[src/rtl/bus_pkg.sv]
// Shared encodings and address map for the two-master / two-slave bus controller.
package bus_pkg;

  typedef enum logic {
    GNT_M0 = 1'b0,
    GNT_M1 = 1'b1
  } state_t;

  typedef enum logic [1:0] {
    NONE = 2'd0,
    S0   = 2'd1,
    S1   = 2'd2
  } rsel_t;

  localparam int S0_BASE  = 'h00;
  localparam int S1_BASE  = 'h20;
  localparam int SLV_SIZE = 'h20;

  // Unsigned window test; the subtraction wraps so addresses below base fall outside.
  function automatic logic in_window(input logic [31:0] addr, input int base);
    logic [31:0] off;
    off = addr - 32'(base);
    return off < 32'(SLV_SIZE);
  endfunction

endpackage

[src/rtl/bus_if.sv]
// Master-side and slave-side signals of the shared bus, grouped for the controller port.
interface bus_if #(
  parameter int ADDR_W = 8,
  parameter int DATA_W = 32
);

  logic              M0_req;
  logic              M1_req;
  logic              M0_wr;
  logic              M1_wr;
  logic [ADDR_W-1:0] M0_addr;
  logic [ADDR_W-1:0] M1_addr;
  logic [DATA_W-1:0] M0_dout;
  logic [DATA_W-1:0] M1_dout;
  logic              M0_grant;
  logic              M1_grant;
  logic [DATA_W-1:0] M_din;
  logic              M_err;

  logic              S0_sel;
  logic              S1_sel;
  logic              S_wr;
  logic [ADDR_W-1:0] S_addr;
  logic [DATA_W-1:0] S_din;
  logic [DATA_W-1:0] S0_dout;
  logic [DATA_W-1:0] S1_dout;

  // Controller view: requests and slave read data in, grants and slave strobes out.
  modport slave (
    input  M0_req, M1_req, M0_wr, M1_wr, M0_addr, M1_addr, M0_dout, M1_dout,
    input  S0_dout, S1_dout,
    output M0_grant, M1_grant, M_din, M_err,
    output S0_sel, S1_sel, S_wr, S_addr, S_din
  );

  // Environment view: the masters and slave memories that surround the controller.
  modport master (
    output M0_req, M1_req, M0_wr, M1_wr, M0_addr, M1_addr, M0_dout, M1_dout,
    output S0_dout, S1_dout,
    input  M0_grant, M1_grant, M_din, M_err,
    input  S0_sel, S1_sel, S_wr, S_addr, S_din
  );

endinterface

[src/rtl/bus_addr_dec.sv]
// Address decoder: classifies an address as slave 0, slave 1 or unmapped.
// Purely combinational, no backpressure.
module bus_addr_dec
  import bus_pkg::*;
#(
  parameter int ADDR_W = 8
) (
  input  logic [ADDR_W-1:0] addr,
  output logic              hit_s0,
  output logic              hit_s1,
  output logic              unmapped
);

  logic [31:0] addr_ext;

  assign addr_ext = 32'(addr);
  assign hit_s0   = in_window(addr_ext, S0_BASE);
  assign hit_s1   = in_window(addr_ext, S1_BASE);
  assign unmapped = !hit_s0 && !hit_s1;

endmodule

[src/rtl/bus_ctrl.sv]
// Two-master bus arbiter and router; selects are combinational, read data and error return one cycle later.
// No backpressure: the granted master may issue a transfer every cycle; the other master simply waits for grant.
module bus_ctrl
  import bus_pkg::*;
#(
  parameter int ADDR_W = 8,
  parameter int DATA_W = 32
) (
  input  logic  clk,
  input  logic  reset_n,
  bus_if.slave  bus
);

  state_t            state;
  state_t            state_nxt;
  rsel_t             rsel;
  rsel_t             rsel_nxt;
  logic              err_q;
  logic              err_nxt;

  logic              g_req;
  logic              g_wr;
  logic [ADDR_W-1:0] g_addr;
  logic [DATA_W-1:0] g_dout;

  logic              hit_s0;
  logic              hit_s1;
  logic              unmapped;
  logic [DATA_W-1:0] m_din;

  // M0 has priority in GNT_M0; M1 is never preempted once it holds the bus.
  always_comb begin
    state_nxt = state;
    case (state)
      GNT_M0: if (!bus.M0_req && bus.M1_req) state_nxt = GNT_M1;
      GNT_M1: if (!bus.M1_req) state_nxt = GNT_M0;
      default: state_nxt = GNT_M0;
    endcase
  end

  always_comb begin
    g_req  = bus.M0_req;
    g_wr   = bus.M0_wr;
    g_addr = bus.M0_addr;
    g_dout = bus.M0_dout;
    if (state == GNT_M1) begin
      g_req  = bus.M1_req;
      g_wr   = bus.M1_wr;
      g_addr = bus.M1_addr;
      g_dout = bus.M1_dout;
    end
  end

  bus_addr_dec #(
    .ADDR_W (ADDR_W)
  ) u_dec (
    .addr     (g_addr),
    .hit_s0   (hit_s0),
    .hit_s1   (hit_s1),
    .unmapped (unmapped)
  );

  always_comb begin
    rsel_nxt = NONE;
    if (g_req && !g_wr) begin
      if (hit_s0)      rsel_nxt = S0;
      else if (hit_s1) rsel_nxt = S1;
    end
    err_nxt = g_req && unmapped;
  end

  always_ff @(posedge clk) begin
    if (!reset_n) begin
      state <= GNT_M0;
      rsel  <= NONE;
      err_q <= 1'b0;
    end else begin
      state <= state_nxt;
      rsel  <= rsel_nxt;
      err_q <= err_nxt;
    end
  end

  // rsel remembers which slave owes data, so a grant change cannot redirect it.
  always_comb begin
    m_din = '0;
    case (rsel)
      S0:      m_din = bus.S0_dout;
      S1:      m_din = bus.S1_dout;
      default: m_din = '0;
    endcase
  end

  assign bus.M0_grant = (state == GNT_M0);
  assign bus.M1_grant = (state == GNT_M1);
  assign bus.M_din    = m_din;
  assign bus.M_err    = err_q;

  assign bus.S0_sel   = g_req && hit_s0;
  assign bus.S1_sel   = g_req && hit_s1;
  assign bus.S_wr     = g_wr;
  assign bus.S_addr   = g_addr;
  assign bus.S_din    = g_dout;

endmodule
[src/flat_wrapper.sv]
// flat-port wrapper written by rule: the top's interface ports become plain ports
module bus_ctrl_flat import bus_pkg::*;
#(
  parameter int ADDR_W = 8,
  parameter int DATA_W = 32
)
  (clk, reset_n, bus_M0_req, bus_M1_req, bus_M0_wr, bus_M1_wr, bus_M0_addr, bus_M1_addr, bus_M0_dout, bus_M1_dout, bus_S0_dout, bus_S1_dout, bus_M0_grant, bus_M1_grant, bus_M_din, bus_M_err, bus_S0_sel, bus_S1_sel, bus_S_wr, bus_S_addr, bus_S_din);
  bus_if #(.ADDR_W(ADDR_W), .DATA_W(DATA_W)) bus_i ();
  input  logic clk;
  input  logic reset_n;
  input wire logic [$bits(bus_i.M0_req)-1:0] bus_M0_req;
  input wire logic [$bits(bus_i.M1_req)-1:0] bus_M1_req;
  input wire logic [$bits(bus_i.M0_wr)-1:0] bus_M0_wr;
  input wire logic [$bits(bus_i.M1_wr)-1:0] bus_M1_wr;
  input wire logic [$bits(bus_i.M0_addr)-1:0] bus_M0_addr;
  input wire logic [$bits(bus_i.M1_addr)-1:0] bus_M1_addr;
  input wire logic [$bits(bus_i.M0_dout)-1:0] bus_M0_dout;
  input wire logic [$bits(bus_i.M1_dout)-1:0] bus_M1_dout;
  input wire logic [$bits(bus_i.S0_dout)-1:0] bus_S0_dout;
  input wire logic [$bits(bus_i.S1_dout)-1:0] bus_S1_dout;
  output wire logic [$bits(bus_i.M0_grant)-1:0] bus_M0_grant;
  output wire logic [$bits(bus_i.M1_grant)-1:0] bus_M1_grant;
  output wire logic [$bits(bus_i.M_din)-1:0] bus_M_din;
  output wire logic [$bits(bus_i.M_err)-1:0] bus_M_err;
  output wire logic [$bits(bus_i.S0_sel)-1:0] bus_S0_sel;
  output wire logic [$bits(bus_i.S1_sel)-1:0] bus_S1_sel;
  output wire logic [$bits(bus_i.S_wr)-1:0] bus_S_wr;
  output wire logic [$bits(bus_i.S_addr)-1:0] bus_S_addr;
  output wire logic [$bits(bus_i.S_din)-1:0] bus_S_din;
  assign bus_i.M0_req = bus_M0_req;
  assign bus_i.M1_req = bus_M1_req;
  assign bus_i.M0_wr = bus_M0_wr;
  assign bus_i.M1_wr = bus_M1_wr;
  assign bus_i.M0_addr = bus_M0_addr;
  assign bus_i.M1_addr = bus_M1_addr;
  assign bus_i.M0_dout = bus_M0_dout;
  assign bus_i.M1_dout = bus_M1_dout;
  assign bus_i.S0_dout = bus_S0_dout;
  assign bus_i.S1_dout = bus_S1_dout;
  assign bus_M0_grant = bus_i.M0_grant;
  assign bus_M1_grant = bus_i.M1_grant;
  assign bus_M_din = bus_i.M_din;
  assign bus_M_err = bus_i.M_err;
  assign bus_S0_sel = bus_i.S0_sel;
  assign bus_S1_sel = bus_i.S1_sel;
  assign bus_S_wr = bus_i.S_wr;
  assign bus_S_addr = bus_i.S_addr;
  assign bus_S_din = bus_i.S_din;
  bus_ctrl #(.ADDR_W(ADDR_W), .DATA_W(DATA_W)) u_core (.clk(clk), .reset_n(reset_n), .bus(bus_i));
endmodule
[config.mk]
export PLATFORM = sky130hd
export DESIGN_NAME = bus_ctrl_flat
export DESIGN_NICKNAME = d
export VERILOG_FILES = /design/src/rtl/bus_pkg.sv /design/src/rtl/bus_if.sv /design/src/rtl/bus_addr_dec.sv /design/src/rtl/bus_ctrl.sv /design/src/flat_wrapper.sv
export SDC_FILE = /design/constraint.sdc
export NUM_CORES = 1
export LEC_CHECK = 0
export CORE_AREA = 2 2 89 91
export DETAILED_ROUTE_END_ITERATION = 8
export DIE_AREA = 0 0 91 93
export GPL_TIMING_DRIVEN = 0
export PLACE_DENSITY = 0.67
export SLEW_MARGIN = 20
export SYNTH_ARGS = -nofsm -noshare
export SYNTH_HDL_FRONTEND = slang
export SYNTH_SLANG_ARGS = --single-unit
[constraint.sdc]
create_clock -name clk -period 2.9 [get_ports clk]
set_input_delay 0.87 -clock clk [delete_from_list [all_inputs] [get_ports clk]]
set_output_delay 0.87 -clock clk [all_outputs]
set_load 0.05 [all_outputs]
==> qor.yml, run 1 <==
critPathLaunchType: "input port"
reg2regPathDepth: 6
r2r_slack_ps: 1690
vias: 2038
die_h_um: 93
hold_depth: 3
post_route_cells_drive_above_1_share: 0.275
rows: 32
io_pins: 228
seqPwrFrac: 0.084
clockBufferDepth: 2
comb_power_share: 0.754
ys_types: 19
cts-root-buf: "clkbuf_8"
wl_met2_um: 3570
syn-cell-area_um2: 1140
layout.nets: 529
hpwl_um: 5800
grt_start_max_net_pins: 11
status: "completed"
intPower_uw: 419
area_growth_pct: 204
htree_levels: 1
route.detailed.drc: 0
top_layer: "met4"
m1WireLength_um: 2340
synth_warnings: 0
fin_crit_sh: 0.992
powerDensity_nw_per_um2: 201
antenna_found_initial: 0
vias_per_cell: 4.27
routed_wl_um: 6610
setup_viol: 0
fin_crit_ps: 2880
dieArea_um2: 8460
most-common-layout-cells: "150 x clkdlybuf4s50_1, 39 x mux2_2, 35 x nor2_1"
crit-reg2reg-capture: "u_core.rsel[0]$_SDFF_PN0_"
design_area_um2: 3450
max_slew_margin: 0.646
holdBufCountCts: 0
syn_area_per_cell_um2: 7.94
grt_pass1_vias: 2139
initial_core_util: 0.151
cp.required_ps: 2030
hp-start: "u_core.bus.M1_grant$_SDFF_PN0_"
ys_seq_elements: 4
end_kind: "primary output"
wl_met3_um: 645
portBuffers: 227
cts_tree: "yes"
drt_iter0_markers: 21
path_max_fanout: 1
firstDrtPassIters: 4
wl_per_cell_um: 13.9
hold_viol_final: 0
grt_remaining_overflow: 0
fin_worst_skew_ps: 0.266
setup-tns-final_ps: 0
hold_end: "u_core.rsel[1]$_SDFF_PP0_"
core_um2: 7530
tightestPinTransition_ps: 530
clockPowerShare: 0.162
arrival_ps: 2010
final_common_cell: "clkdlybuf4s50_1"
max_freq_mhz: 348
clock_latency_ps: 210
max_cap_violations: 0
grtUsageTotal: 0.144
postPlaceCellArea_um2: 3540
numClockSinks: 4
hold_class: "flip-flop to flip-flop"
switching_share: 0.397
grt_pass1_wl_um: 10000
critPathKind: "input port to primary output"
r2r_start: "u_core.bus.M1_grant$_SDFF_PN0_"
gp_congestion: 0.679
antenna_cells: 0
p_sw_uw: 276
postRouteAntennaNets: 0
synth_nets: 295
die_w_um: 91
power_leakage_nw: 1.34
slew_viol_final: 0
ys_seq_area_frac: 0.0705
peakVddDrop_mv: 0.0999
synthCells: 143
cts_inserted_buffers: 3
clkTransAtPathRegs_ps: 30
grt_setup_unrepaired: "yes"
## synth_stat cells
library cell,n,area share
mux2i_1,2,0.018
buf_6,3,0.030
a22oi_1,32,0.21
mux2_2,39,0.39
ha_1,2,0.022
nor4b_4,1,0.021
and3_1,1,0.0055
buf_2,6,0.026
nor2_1,37,0.12
and4bb_2,1,0.011
nand2b_1,1,0.0055
o21bai_1,1,0.0066
o211ai_1,1,0.0066
dfxtp_1,4,0.070
inv_1,5,0.017
a21boi_0,1,0.0066
o211ai_2,1,0.011
clkbuf_1,3,0.0099
buf_4,2,0.013
## through the flow
step / power (mW) / hold WS (ps) / std cells / setup slack (ps) / utilization
6_report: 0.695 / 743 / 477 / 23.2 / 0.459
3_5_place_dp: 0.612 / 766 / 472 / -677 / 0.470
5_1_grt: 0.730 / 822 / 477 / -35.1 / 0.459
2_1_floorplan: 0.312 / 954 / 143 / 117 / -
4_1_cts: 0.701 / 775 / 476 / 0.349 / 0.471
3_3_place_gp: 0.608 / 761 / 472 / -682 / 0.470
## how the worst max path moves through the flow
stage,startpoint,endpoint,slack (ps)
after floorplan,bus_M0_addr[7],bus_S1_sel,120
after global placement,bus_M0_addr[7],bus_S1_sel,-680
final,bus_M0_dout[2],bus_S_din[2],20
after detailed placement,bus_M0_addr[7],bus_S1_sel,-680
after global routing,bus_M0_req,bus_S1_sel,-40
after CTS,bus_S1_dout[0],bus_M_din[0],0.3
## area by class of cell
type	count	area [µm²]
inverter	5	18.8
timing repair buffer	229	2140
buffer	14	92.6
clock buffer	3	41.3
fill	789	4070
tap	102	128
multi-input combinational	120	956
sequential	4	80.1
## sequential cells by signal (all words and copies together), names as in the netlist
register,cells
u_core.rsel,2
u_core.bus.M1_grant,1
u_core.bus.M_err,1
## cells by family after synthesis
family,after synthesis,synth area share
flops,4,0.0705
compound gates,36,0.242
mux,41,0.404
simple gates,41,0.165
fa+ha+maj,2,0.0220
buf+inv,19,0.0958
## power groups by stage
stage	clock network (mW)	logic [mW]	registers (mW)
finish	0.113	0.524	0.0582
CTS	0.116	0.527	0.0582
global placement	0	0.549	0.0588
global route	0.121	0.550	0.0583
floorplan	0	0.247	0.0643
detailed placement	0	0.554	0.0589
## worst max-delay path, cell delays in order
cell and delay (ps):
clkdlybuf4s50_1 450, mux2_2 130, dlygate4sd2_1 550
## routing by layer
layer / vias to the layer above / track usage
met5: - / 0
met4: 0 / 0.0341
met3: 4 / 0.0443
met2: 124 / 0.293
met1: 915 / 0.140
li1: 995 / -
## timing repair
item | CTS | global route
resized for setup | 129 | 47
cloned | 0 | 0
setup buffers | 1 | 1
pin swaps | 1 | 1
setup endpoints to repair | 75 | 34
endpoints found under the hold margin | 0 | 0
Note: power is estimated with default switching activity, not from simulation.
==> run 2: changes to the inputs <==
--- a/config.mk
+++ b/config.mk
@@ -5,6 +5,7 @@
 export SDC_FILE = /design/constraint.sdc
 export NUM_CORES = 1
 export LEC_CHECK = 0
+export ABC_CLOCK_PERIOD_IN_PS = 2900
 export CORE_AREA = 2 2 89 91
 export DETAILED_ROUTE_END_ITERATION = 8
 export DIE_AREA = 0 0 91 93
==> results of run 2 <==
No change in the layout: final DEF, timing and power equal those of run 1.
==> run 3: changes to the inputs <==
--- a/config.mk
+++ b/config.mk
@@ -10,8 +10,9 @@
 export DETAILED_ROUTE_END_ITERATION = 8
 export DIE_AREA = 0 0 91 93
 export GPL_TIMING_DRIVEN = 0
-export PLACE_DENSITY = 0.67
+export PLACE_DENSITY = 0.75
 export SLEW_MARGIN = 20
 export SYNTH_ARGS = -nofsm -noshare
 export SYNTH_HDL_FRONTEND = slang
+export SYNTH_HIERARCHICAL = 1
 export SYNTH_SLANG_ARGS = --single-unit
==> run 3 against run 2 <==
Compared with the run above: the flow now finishes with violations (setup timing); final area grew 6.2%; clock power is essentially flat; global-route usage grew 0.38 points; wire length grew 3.5%; synthesized cell count grew 2.8%; first-iteration DRC count grew 86%; count of clock-buffer cells in the layout is the same; critical endpoint is now bus_S1_sel.
==> qor.yml, run 3 <==
status: "complete, but fails checks"
violations: "setup timing"
antenna_cells: 0  # unchanged
dieArea_um2: 8460  # unchanged
die_h_um: 93  # unchanged
yosys-top-cells-count: "38 x mux2_4, 33 x nor2_1, 32 x a22oi_1"
critPathKind: "input port to primary output"
grt_remaining_overflow: 0  # unchanged
firstDrtPassIters: 3  # -1
r2r_start: "u_core/bus.M1_grant$_SDFF_PN0_"
cts_inserted_buffers: 3  # unchanged
htree_levels: 1  # unchanged
synth_ff_type: "dfxtp_1"
synth_top_cell_area_share: 0.432  # +0.0457
vias_per_cell: 4.28  # +0.19%
power_leakage_nw: 1.51  # +12%
synth_compound_area_frac: 0.200  # -0.0423
gp_congestion: 0.733  # +7.8%
most-common-layout-cells: "146 x clkdlybuf4s50_1, 39 x mux2_4, 34 x dlygate4sd2_1"
setup_viol: 1  # +1
hp-start: "u_core/bus.M1_grant$_SDFF_PN0_"
critPathLaunchType: "input port"
vias: 2059  # +1.0%
tightestPinTransition_ps: 518  # -11.8 ps
wl_per_cell_um: 14.2  # +2.7%
grt_start_max_net_pins: 11  # unchanged
fin_crit_ps: 2940  # +67.9 ps
synth_warnings: 6  # +6
area_growth_pct: 178
synth_nets: 301  # +2.0%
fin_worst_skew_ps: 1.56  # +1.29 ps
syn-cell-area_um2: 1320  # +16%
clockBufferDepth: 2  # unchanged
synth-simple-area-share: 0.138  # -0.0268
grt_pass1_vias: 2139  # unchanged
cp.required_ps: 2030  # about the same
clock_latency_ps: 210  # about the same
path_max_fanout: 2  # +1
ys_types: 21  # +2
reg2regPathDepth: 9  # +3
synthMuxAreaShare: 0.465  # +0.0612
portBuffers: 227  # unchanged
synth_top_cell_by_area: "mux2_4"
ys_seq_area_frac: 0.0607  # -0.00982
route.detailed.drc: 0  # unchanged
arrival_ps: 2070  # +60 ps
die_w_um: 91  # unchanged
max_slew_margin: 0.654  # +0.00791
cts_tree: "yes"
grtUsageTotal: 0.148  # +0.00383
final_cells: 481  # +0.84%
antenna_found_initial: 0  # unchanged
drt_iter0_markers: 39  # +86%
end_kind: "primary output"
synthCells: 147  # +2.8%
core_um2: 7530  # unchanged
clkTransAtPathRegs_ps: 30  # about the same
hold_depth: 4  # +1
setup_ws_ps: -44.7  # -67.9 ps
ys_async_sr_fraction: 0  # unchanged
post_route_cells_drive_above_1_share: 0.303  # +0.0288
synth_xor_area_frac: 0  # unchanged
rows: 32  # unchanged
synth_fa_ha_area_frac: 0.0379  # +0.0159
layout.nets: 535  # +1.1%
dp_cells: 476  # +0.85%
postRouteAntennaNets: 0  # unchanged
syn_area_per_cell_um2: 8.98  # +13%
largest_reg_flops: 2  # unchanged
powerDensity_nw_per_um2: 207  # +3.1%
numClockSinks: 4  # unchanged
grt_setup_unrepaired: "yes"
hold_end: "u_core/bus.M1_grant$_SDFF_PN0_"
crit-reg2reg-capture: "u_core/rsel[1]$_SDFF_PP0_"
fin_crit_sh: 1.02  # +0.0234
final_common_cell: "clkdlybuf4s50_1"
max_freq_mhz: 340  # -2.3%
grt_pass1_wl_um: 10400  # +3.8%
synth.most_common_cell: "mux2_4"
setup-tns-final_ps: -44.7  # -44.7 ps
ys_seq_elements: 4  # unchanged
io_pins: 228  # unchanged
routed_wl_um: 6840  # +3.5%
max_cap_violations: 0  # unchanged
peakVddDrop_mv: 0.150  # +50%
hold_class: "flip-flop to flip-flop"
regMostFlops: "u_core/rsel"
r2r_slack_ps: 1140  # -550 ps
initial_core_util: 0.175  # +0.0244
synth_edf_count: 0  # unchanged
slew_viol_final: 0  # unchanged
hold_viol_final: 0  # unchanged
hpwl_um: 5910  # +1.8%
cts-root-buf: "clkbuf_8"
netlist_top_cells_area: "mux2_4 43%, a22oi_1 18%, nor2_1 9.4%"
synth_top_family_by_area: "multiplexers"
run 3: report_power, final:
group / internal, mW / switching, mW
combinational: 0.312 / 0.275
sequential: 0.0579 / 0.00164
clock: 0.0883 / 0.0265
run 3: worst max path at each step:
| stage | start | endpoint | slack, ps | depth (start not counted) |
|---|---|---|---|---|
| after global routing | bus_M0_addr[5] | bus_S1_sel | -80 | 8 |
| after floorplan | bus_M0_addr[5] | bus_S1_sel | -60 | 6 |
| after detailed placement | bus_M1_addr[5] | bus_S1_sel | -1100 | 8 |
| final | bus_M0_addr[5] | bus_S1_sel | -40 | 8 |
| after CTS | bus_M0_addr[6] | bus_S1_sel | -40 | 8 |
| after global placement | bus_M0_addr[5] | bus_S1_sel | -1040 | 8 |
run 3: through the flow:
step / setup slack [ps] / hold slack (ps) / utilization / instance area (µm²) / power, mW
2_1_floorplan: -57.9 / 895 / - / 1340 / 0.361
3_3_place_gp: -1040 / 762 / 0.497 / 3740 / 0.660
3_5_place_dp: -1100 / 762 / 0.497 / 3740 / 0.667
4_1_cts: -37.6 / 771 / 0.501 / 3770 / 0.764
5_1_grt: -75.7 / 806 / 0.487 / 3670 / 0.797
6_report: -44.7 / 778 / 0.487 / 3670 / 0.761
run 3: layer usage:
layer / vias up / routed length [µm] / track usage
met3: 6 / 630 / 0.0443
li1: 1006 / - / -
met2: 120 / 3600 / 0.281
met1: 927 / 2540 / 0.162
met4: 0 / 68 / 0.0290
met5: - / 0 / 0
run 3: area by class of cell:
type | count | area (µm²)
well taps | 102 | 128
multi-input cells | 123 | 1160
inverters | 6 | 30.0
flip-flops and latches | 4 | 81.3
repair buffers | 229 | 2110
clock buffers | 3 | 41.3
plain buffers | 14 | 110
fillers | 767 | 3860
run 3: critical path: stages:
cell	delay [ps]
buf_6	90
mux2_4	280
inv_4	70
ha_4	140
ha_4	200
and3_4	150
nor2b_4	120
buf_8	160
run 3: repair_timing:
action                     4_1_cts  5_1_grt
pin swaps                        3        2
setup endpoints to repair       75       32
hold buffers                     0        0
resized for setup              146       55
setup buffers                    2        0
run 3: logic make-up (layout without fill, tap and decap cells):
family / after synthesis / count (layout)
compound gates: 36 / 36
mux: 42 / 42
buf+inv: 20 / 252
fa+ha+maj: 4 / 4
flops: 4 / 4
simple gates: 41 / 41
